==> src/rtl/uart_rx_core.sv <==
// uart_rx_core: oversampling UART receiver, 8N1 by default.
// Define UART_RX_PARITY_EN to receive 8E1 frames; parity_err is then live,
// otherwise it is tied low and the PARITY state is not built.
// Each received byte appears on rx_data with a one-cycle rx_valid strobe.
// Malformed frames are dropped and flagged. There is no backpressure.
module uart_rx_core #(
    parameter int CLK_FREQ   = 50_000_000,
    parameter int BAUD       = 115_200,
    parameter int OVERSAMPLE = 16
) (
    input  logic       clk,
    input  logic       n_rst,
    input  logic       rxd,
    output logic [7:0] rx_data,
    output logic       rx_valid,
    output logic       frame_err,
    output logic       parity_err
);

    localparam int CLKS_PER_TICK = CLK_FREQ / (BAUD * OVERSAMPLE);
    localparam int PW = (CLKS_PER_TICK > 1) ? $clog2(CLKS_PER_TICK) : 1;
    localparam int TW = $clog2(OVERSAMPLE);
    localparam logic [PW-1:0] PRESC_MAX = PW'(CLKS_PER_TICK - 1);
    localparam logic [TW-1:0] TCNT_MAX  = TW'(OVERSAMPLE - 1);
    localparam logic [TW-1:0] TCNT_MID  = TW'(OVERSAMPLE / 2 - 1);

    typedef enum logic [2:0] {
        S_IDLE   = 3'd0,
        S_START  = 3'd1,
        S_DATA   = 3'd2,
`ifdef UART_RX_PARITY_EN
        S_PARITY = 3'd3,
`endif
        S_STOP   = 3'd4,
        S_BRK    = 3'd5
    } state_t;

    state_t          state, state_n;
    logic            rxd_p0, rxs;
    logic [PW-1:0]   presc;
    logic [TW-1:0]   tcnt;
    logic            tick, mid_smp;
    logic            clr_cnt, idx_clr, shift_en, stop_smp;
    logic [7:0]      shreg;
    logic [2:0]      idx;
    logic            vld_p0, ferr_p0;
`ifdef UART_RX_PARITY_EN
    logic            par_chk, par_bad, perr_p0;
`endif

    assign tick    = (presc == PRESC_MAX);
    assign mid_smp = tick && (tcnt == TCNT_MID);

    // Two-flop synchronizer. Both flops reset high so reset release never looks like a start edge.
    always_ff @(posedge clk or negedge n_rst) begin
        if (!n_rst) begin
            rxd_p0 <= 1'b1;
            rxs    <= 1'b1;
        end else begin
            rxd_p0 <= rxd;
            rxs    <= rxd_p0;
        end
    end

    // Prescaler and oversample tick counter. Both restart on entry to START so that mid-bit phase follows the start edge.
    always_ff @(posedge clk or negedge n_rst) begin
        if (!n_rst) begin
            presc <= '0;
            tcnt  <= '0;
        end else if (clr_cnt) begin
            presc <= '0;
            tcnt  <= '0;
        end else begin
            presc <= tick ? '0 : presc + 1'b1;
            if (tick) begin
                tcnt <= (tcnt == TCNT_MAX) ? '0 : tcnt + 1'b1;
            end
        end
    end

    // FSM state register.
    always_ff @(posedge clk or negedge n_rst) begin
        if (!n_rst) begin
            state <= S_IDLE;
        end else begin
            state <= state_n;
        end
    end

    // Next-state and sampling controls. Every sample is taken at the same mid-bit tick phase.
    always_comb begin
        state_n  = state;
        clr_cnt  = 1'b0;
        idx_clr  = 1'b0;
        shift_en = 1'b0;
        stop_smp = 1'b0;
`ifdef UART_RX_PARITY_EN
        par_chk  = 1'b0;
`endif
        case (state)
            S_IDLE: begin
                if (!rxs) begin
                    state_n = S_START;
                    clr_cnt = 1'b1;
                end
            end
            S_START: begin
                if (mid_smp) begin
                    if (rxs) begin
                        state_n = S_IDLE;
                    end else begin
                        state_n = S_DATA;
                        idx_clr = 1'b1;
                    end
                end
            end
            S_DATA: begin
                if (mid_smp) begin
                    shift_en = 1'b1;
                    if (idx == 3'd7) begin
`ifdef UART_RX_PARITY_EN
                        state_n = S_PARITY;
`else
                        state_n = S_STOP;
`endif
                    end
                end
            end
`ifdef UART_RX_PARITY_EN
            S_PARITY: begin
                if (mid_smp) begin
                    par_chk = 1'b1;
                    state_n = S_STOP;
                end
            end
`endif
            S_STOP: begin
                if (mid_smp) begin
                    stop_smp = 1'b1;
                    state_n  = rxs ? S_IDLE : S_BRK;
                end
            end
            S_BRK: begin
                if (rxs) begin
                    state_n = S_IDLE;
                end
            end
            default: state_n = S_IDLE;
        endcase
    end

    // Deserializer and status pipeline. The stop-bit verdict is registered once more so the strobes land one edge after the sample.
    always_ff @(posedge clk or negedge n_rst) begin
        if (!n_rst) begin
            shreg      <= '0;
            idx        <= '0;
            vld_p0     <= 1'b0;
            ferr_p0    <= 1'b0;
            rx_data    <= '0;
            rx_valid   <= 1'b0;
            frame_err  <= 1'b0;
`ifdef UART_RX_PARITY_EN
            par_bad    <= 1'b0;
            perr_p0    <= 1'b0;
            parity_err <= 1'b0;
`endif
        end else begin
            if (idx_clr) begin
                idx <= '0;
            end else if (shift_en) begin
                shreg <= {rxs, shreg[7:1]};
                idx   <= idx + 3'd1;
            end
`ifdef UART_RX_PARITY_EN
            if (par_chk) begin
                par_bad <= rxs ^ (^shreg);
            end
            vld_p0     <= stop_smp & rxs & ~par_bad;
            perr_p0    <= stop_smp & rxs & par_bad;
            parity_err <= perr_p0;
`else
            vld_p0     <= stop_smp & rxs;
`endif
            ferr_p0   <= stop_smp & ~rxs;
            rx_valid  <= vld_p0;
            frame_err <= ferr_p0;
            if (vld_p0) begin
                rx_data <= shreg;
            end
        end
    end

`ifndef UART_RX_PARITY_EN
    assign parity_err = 1'b0;
`endif

endmodule

==> config.mk <==
export PLATFORM = sky130hd
export DESIGN_NAME = uart_rx_core
export DESIGN_NICKNAME = d
export VERILOG_FILES = /design/src/rtl/uart_rx_core.sv
export SDC_FILE = /design/constraint.sdc
export NUM_CORES = 1
export LEC_CHECK = 0
export CAP_MARGIN = 20
export CORE_AREA = 2 2 69 103
export CTS_CLUSTER_SIZE = 40
export DETAILED_ROUTE_END_ITERATION = 16
export DIE_AREA = 0 0 71 105
export PLACE_DENSITY_LB_ADDON = 0.15
export SYNTH_ARGS = -nofsm -noshare
export SYNTH_HDL_FRONTEND = slang
export SYNTH_SLANG_ARGS = --single-unit
export TNS_END_PERCENT = 50
==> constraint.sdc <==
create_clock -name clk -period 1.8 [get_ports clk]
set_input_delay 0.18 -clock clk [delete_from_list [all_inputs] [get_ports clk]]
set_output_delay 0.18 -clock clk [all_outputs]
set_load 0.05 [all_outputs]
### Word-level counts from Yosys, hierarchy flattened

Cells that the tools add are included.

* register bits after elaboration: 37
* latch bits: 0
* RAM bits: 0
* bits in read-only memories: 0
* bits of input ports: 3
* memories kept: 0

* add/subtract/negate cells: 3
* multipliers: 0
* div/mod/pow operators: 0
* order comparisons: 0
* equal/unequal tests: 14
* shift operators: 0
* muxes and demuxes: 23
* bitwise gates (word level): 4
* reductions and logical operators: 6

Operators by type and width (number)
* $mux 3: 9
* $pmux 3 s5: 1
* $mux 4: 3
* $ne 2x2->1 const B: 6
* $mux 5: 2
* $eq 3x3->1 const B: 3
* $mux 1: 7
* $reduce_and 6->1: 1
* $add 5x1->5 const B: 1
* $eq 5x5->1 const B: 1
* $add 4x1->4 const B: 1
* $eq 4x3->1 const B: 1
* $eq 4x4->1 const B: 1
* $reduce_bool 2->1: 2
* $add 3x1->3 const B: 1
* $eq 3x1->1 const B: 1
* $eq 3x2->1 const B: 1
* $logic_not 3->1: 1
* $and 1x1->1: 2
* $mux 2: 1
* $not 1->1: 2
* $reduce_and 2->1: 1
* $logic_and 1x1->1: 1

### Logic depth before layout (Yosys ltp)

Gate-level depths: netlist of the first run.

* word-level depth: 6
* gate-level depth with buffers: 7
* gate-level depth less buffers: 5

### Worst setup path after synthesis of the first run

No wires, ideal clock.

* kind: reg-to-reg
* start: register presc[0]
* end: register shreg[1]
* library setup time: 0.125 ns
* arrival: 1.515 ns
* required time: 1.675 ns
* path slack: 0.160 ns
* cell stages (with the launch flop): 8
* buffers on the path: 2
* period minus slack after synthesis: 1.640 ns
* path through: dfrtp_1 -> inv_1 -> ha_1 -> and4b_1 -> buf_6 -> and3_4 -> buf_6 -> mux2_4

* word-level cells in the longest chain between the ends: 6

RTL lines
* from (decl): RTL line 40 `logic [PW-1:0] presc;`
* from (signal assigned): RTL line 74 `presc <= tick ? '0 : presc + 1'b1;`
* $eq 5x5->1 (*): RTL line 51 `assign tick = (presc == PRESC_MAX);`
* $logic_and 1x1->1 (*): RTL line 52 `assign mid_smp = tick && (tcnt == TCNT_MID);`
* $mux 1: RTL line 108 `if (mid_smp) begin`
* $mux 1: RTL line 100 `case (state)`
* $not 1->1 (no line)
* $reduce_and 2->1 (no line) (*)
* to (signal assigned): RTL line 171 `shreg <= {rxs, shreg[7:1]};`
* to (decl): RTL line 44 `logic [7:0] shreg;`

Every way passes the cells marked *; elsewhere a longest branch is shown, timed or not.
A chain may end at the register's enable or synchronous reset.

### Worst setup path in the final report of the first run

* start: register tcnt[0]
* end: register shreg[0]

* word-level cells in the longest chain between the ends: 6

RTL lines
* from (decl): RTL line 41 `logic [TW-1:0] tcnt;`
* from (signal assigned): RTL line 76 `tcnt <= (tcnt == TCNT_MAX) ? '0 : tcnt + 1'b1;`
* $eq 4x3->1 (*): RTL line 52
* $logic_and 1x1->1 (*): RTL line 52
* $mux 1: RTL line 108
* $mux 1: RTL line 100
* $not 1->1 (no line)
* $reduce_and 2->1 (no line) (*)

Marked as above.

==> results of run 1 <==
through the flow:
step                instances  util, %  total power [mW]  hold slack [ns]  instance area [µm²]
floorplan                 118        -            0.8608          -0.1156                 1594
global placement          207    27.76            0.8827           0.3336                 1813
detailed placement        207    27.76            0.8834           0.3387                 1813
CTS                       215    29.00             1.452           0.2918                 1894
global route              215    29.00             1.490           0.2984                 1894
finish                    215    29.00             1.416           0.3047                 1894
registers in the layout, indices dropped and copies added (netlist names):
signal	flops
frame_err	1
rx_data	8
rxd_p0	1
presc	5
tcnt	4
shreg	8
rxs	1
idx	3
vld_p0	1
rx_valid	1
state	3
ferr_p0	1
kinds of logic (layout without fill, tap and decap cells):
logic type / count (synthesis) / after routing / synth area share, %
compound gates: 16 / 16 / 7.144
flops: 37 / 37 / 58.24
fa+ha+maj: 5 / 5 / 3.925
other cells: 1 / 1 / 0.2353
xor+xnor: 3 / 3 / 1.649
mux: 17 / 17 / 13.66
buf+inv: 6 / 27 / 2.590
simple gates: 33 / 33 / 12.56
final timing paths:
check,from,to,slack [ns],depth (start not counted)
min in group asynchronous,n_rst,frame_err$_DFF_PN0_,0.32,2
max in group asynchronous,n_rst,rxd_p0$_DFF_PN1_,1.12,2
setup reg to reg,tcnt[0]$_DFFE_PN0P_,shreg[0]$_DFFE_PN0P_,0.12,4
hold reg to reg,ferr_p0$_DFF_PN0_,frame_err$_DFF_PN0_,0.35,0
setup / recovery,tcnt[0]$_DFFE_PN0P_,shreg[0]$_DFFE_PN0P_,0.12,4
hold / removal,rxd,rxd_p0$_DFF_PN1_,0.30,1
power breakdown:
part | switching (mW) | leakage [nW] | internal [mW] | total (mW)
combinational | 0.0217 | 0.345 | 0.00614 | 0.0279
sequential | 0.00257 | 0.485 | 0.835 | 0.838
clock | 0.278 | 0.0422 | 0.272 | 0.550
routing by layer:
layer  global-route usage [%]  vias up  share of wire, %  routed length, µm
met3                    2.989        5               3.6                101
li1                         -      461                 -                  -
met1                    10.13      495                44               1254
met5                        0        -                 0                  0
met4                    2.965        0               1.6                 46
met2                    14.22       17                50               1430
cells in the final DEF, fill, tap and decap left out, types with 2 or more instances in the layout:
master,count
nand3_1,4
a22o_2,2
mux2_2,10
clkbuf_1,2
nor2_1,7
ha_1,5
inv_1,2
nor3b_1,2
nand2_1,6
a21oi_1,6
clkbuf_8,5
buf_4,5
dfrtp_1,35
xor2_1,2
mux2_4,7
dfstp_2,2
clkdlybuf4s50_1,12
layout make-up:
| cell class | instances | share of cell area (%) |
|---|---|---|
| Sequential cell | 37 | 49.01 |
| Multi-Input combinational cell | 75 | 32.96 |
| Timing Repair Buffer | 17 | 8.322 |
| Tap cell | 76 | 5.020 |
| Clock buffer | 7 | 4.029 |
| Inverter | 2 | 0.3963 |
| Clock inverter | 1 | 0.2642 |
synth_stat cells (2+ instances only):
cell type / count / area, µm²
dfrtp_1: 35 / 875.8
mux2_2: 10 / 112.6
mux2_4: 7 / 105.1
nor2_1: 7 / 26.28
a21oi_1: 6 / 30.03
nand2_1: 6 / 22.52
ha_1: 5 / 62.56
nand3_1: 4 / 20.02
a22o_2: 2 / 20.02
buf_6: 2 / 22.52
dfstp_2: 2 / 52.55
inv_1: 2 / 7.510
nor3b_1: 2 / 15.01
xor2_1: 2 / 17.52
==> results.yml, run 1 <==
cells_and_area:
  num-nets-final: 146
  drive_above_1_share_pct: 25.90
  multi_input_area_um2: 624.3
  syn_to_final_growth_pct: 18.84
  n_fill_cell: 653
  regArea_um2: 928.4
  antenna_cells: 0
floorplanning:
  num_rows: 36
  start_util_pct: 24.41
  die_width_um: 71
  ioPinCount: 14
  fp.dieH_um: 105
  die_area_um2: 7455
  design.core.area_um2: 6531
placement:
  place.gp.congestion: 0.8203
  io_buffers: 12
  dp_slack_ns: 0.1314
  post-dp-hpwl_um: 2020
sta:
  finalCritPeriodShare_pct: 93.27
  rsz0062_at_grt: "false"
  setup_viol: 0
  maxSlewHeadroom_pct: 66.79
  fin_crit_ns: 1.679
  fmax_ghz: 0.5956
  finClkSkew_ns: 0.005159
  tns_ns: 0
  worst_pin_slew_ns: 0.4966
  hold_viol: 0
  finalWorstSetupSlack_ns: 0.1211
  report.final.slew_viol_count: 0
global_routing:
  grtUsageTotal_pct: 8.557
  grt_pass1_vias: 1039
  grt_antenna_before_repair: 0
  grt_pass1_wl_um: 5030
  grt_start_max_net_pins: 38
  grt-ovfl-total: 0
yosys:
  synth_edf_count: 0
  ys_async_sr_fraction_pct: 100.0
  syn_area_um2: 1594
  syn_inst: 118
  syn_nets: 126
  syn_area_per_cell_um2: 13.51
  synth_cell_types: 40
  yosysSeqAreaShare_pct: 58.24
  ys_warn_count: 0
  ys_seq_elements: 37
  synth_ff_type: "dfrtp_1"
detailed_routing:
  dr.pass1.iters: 4
  routedWlPerCell_um: 13.18
  drc: 0
  vias_per_cell: 4.549
  drt_iter0_drc: 19
  ant_nets: 0
  vias: 978
  wirelength_um: 2833
cts:
  cts_root_buffer: "clkbuf_8"
  ctsResizeCount: 0
  clockBufferDepth: 2
  cts.sinks: 37
  cts.clk_slew.worst_paths_ns: 0.07
  post_cts_buffers: 0
  cts_max_level: 2
  clkLatencyLatePin_ns: 0.28
  cts_buffers: 5
  cts_tree: "done"
  hold_buffers: 0
worst_setup_path:
  critical_path_arrival_ns: 1.85
  critPathMaxStageDelay_ns: 0.42
  critPathKind: "register to register"
  end_kind: "register"
  cp_cell_sequence: "ha_1 > and3b_1 > and3_4 > mux2_2"
  crit_required_ns: 1.97
  cp-start-kind: "register"
  crit_path_top_delay_cell: "dfrtp_1"
  cp_max_fo: 11
  path_buf_inv: 0
  cp_top_family: "simple AND/OR/NAND/NOR gates"
flow_run:
  max_cap_violations: 0
status:
  status: "completed"
power_and_ir_drop:
  p_per_area_nw_per_um2: 747.3
  leakage_nw: 0.8725
  ir_drop_mv: 0.2872
hold_path:
  hold_class: "input port to register"
No activity file was read; power rests on OpenSTA's default activity.
==> inputs of run 2 (changes only) <==
CORE_AREA = 2 2 64 111   (was 2 2 69 103)
DIE_AREA = 0 0 66 113   (was 0 0 71 105)
==> results.yml, run 2 (synthesized netlist as in run 1, its figures left out) <==
cells_and_area:
  layout_common_cells: "35 x dfrtp_1, 12 x clkdlybuf4s50_1, 10 x mux2_2"
  utilization_pct: 30.21
  antenna_cells: 0
  layout_commonest_cell: "dfrtp_1"
  num-nets-final: 146
  drive_above_1_share_pct: 27.34
  n_fill_cell: 684
  syn_to_final_growth_pct: 23.94
  top_regs: "rx_data: 8 flops, shreg: 8 flops, presc: 5 flops"
floorplanning:
  die_width_um: 66
  die_area_um2: 7458
  start_util_pct: 24.38
  num_rows: 39
  fp.dieH_um: 113
  design.core.area_um2: 6539
  ioPinCount: 14
global_routing:
  grt_pass1_vias: 1084
  grtUsageTotal_pct: 9.023
  grt-ovfl-total: 0
  grt_antenna_before_repair: 0
  grt_pass1_wl_um: 5071
  grt_start_max_net_pins: 36
sta:
  fmax_ghz: 0.5909
  report.final.slew_viol_count: 0
  finClkSkew_ns: 0.001821
  finalCritPeriodShare_pct: 94.01
  hold_viol: 0
  tns_ns: 0
  setup_viol: 0
  fin_crit_ns: 1.692
  rsz0062_at_grt: "false"
cts:
  clkLatencyLatePin_ns: 0.28
  cts_buffers: 5
  clockBufferDepth: 2
  ctsResizeCount: 0
  cts.sinks: 37
  post_cts_buffers: 0
  hold_buffers: 0
  cts.clk_slew.worst_paths_ns: 0.06
  cts_max_level: 2
  cts_root_buffer: "clkbuf_16"
  cts_tree: "done"
worst_setup_path:
  cp-start-kind: "register"
  r2r_start: "tcnt[0]$_DFFE_PN0P_"
  cp_max_fo: 11
  end_kind: "register"
  crit_required_ns: 1.96
  cp-startpoint: "tcnt[0]$_DFFE_PN0P_"
  r2r_cells: 4
  critical_path_arrival_ns: 1.85
  critPathKind: "register to register"
placement:
  io_buffers: 12
  place.gp.congestion: 0.6782
  post-dp-hpwl_um: 2150
detailed_routing:
  dr.pass1.iters: 4
  vias_per_cell: 4.452
  wirelength_um: 2919
  routedWlPerCell_um: 13.21
  drc: 0
  ant_nets: 0
  drt_iter0_drc: 30
  vias: 984
power_and_ir_drop:
  clkPwrFrac_pct: 48.9
  p_per_area_nw_per_um2: 861.9
  leakage_nw: 0.9045
  power.share.switching_pct: 20.58
  p_int_mw: 1.352
  power_switching_mw: 0.3505
  seqPwrFrac_pct: 49.3
  total_power_mw: 1.703
  p_comb_share_pct: 1.8
  ir_drop_mv: 0.2959
flow_run:
  max_cap_violations: 0
status:
  status: "completed"
hold_path:
  hold_class: "input port to async pin"
## run 2: path summary, 6_finish.rpt
path                                          endpoint  slack, ns
max in group asynchronous             rxd_p0$_DFF_PN1_       1.20
worst min register to register     frame_err$_DFF_PN0_       0.34
min in group clk                      rxd_p0$_DFF_PN1_       0.31
worst max-delay path              shreg[0]$_DFFE_PN0P_       0.11
worst min-delay path            rx_data[6]$_DFFE_PN0P_       0.11
worst max register to register    shreg[0]$_DFFE_PN0P_       0.11
## run 2: routing by layer
metal	share of wire (%)	global-route usage, %	up-vias	wire length [µm]
met5	0	0	-	0
met4	2.5	4.762	0	72
met3	3.0	2.684	6	87
met2	56	15.82	17	1644
met1	38	9.427	500	1116
li1	-	-	461	-
## run 2: final cells by class
class                           count  area, µm²  share of cell area (%)
Multi-Input combinational cell     75      624.3                   31.60
Timing Repair Buffer               17      170.2                   8.613
Clock inverter                      3      17.52                  0.8866
Clock buffer                        5      125.1                   6.333
Tap cell                           82      102.6                   5.193
Inverter                            2      7.507                  0.3800
Sequential cell                    37      928.4                   46.99
## run 2: power groups by stage
stage          Combinational [mW]  Clock (mW)  Sequential, mW
6_report                   0.0314       0.833           0.839
4_1_cts                    0.0333       0.861           0.839
5_1_grt                    0.0360       0.907           0.838
3_5_place_dp               0.0333           0           0.853
2_1_floorplan             0.00786           0           0.853
3_3_place_gp               0.0330           0           0.854
## run 2: stage by stage
stage / setup slack [ns] / instance area [µm²] / hold slack, ns / cells
finish: 0.1078 / 1976 / 0.1053 / 221
global route: 0.01441 / 1976 / 0.1054 / 221
CTS: 0.09879 / 1976 / 0.1005 / 221
detailed placement: 0.1116 / 1833 / 0.3355 / 213
global placement: 0.1786 / 1833 / 0.3339 / 213
floorplan: 0.1598 / 1594 / -0.1156 / 118
## run 2: critical path, stage by stage (launching register included)
cell and delay (ns):
dfrtp_1 0.41, ha_1 0.29, and3b_1 0.22, and3_4 0.31, mux2_2 0.35
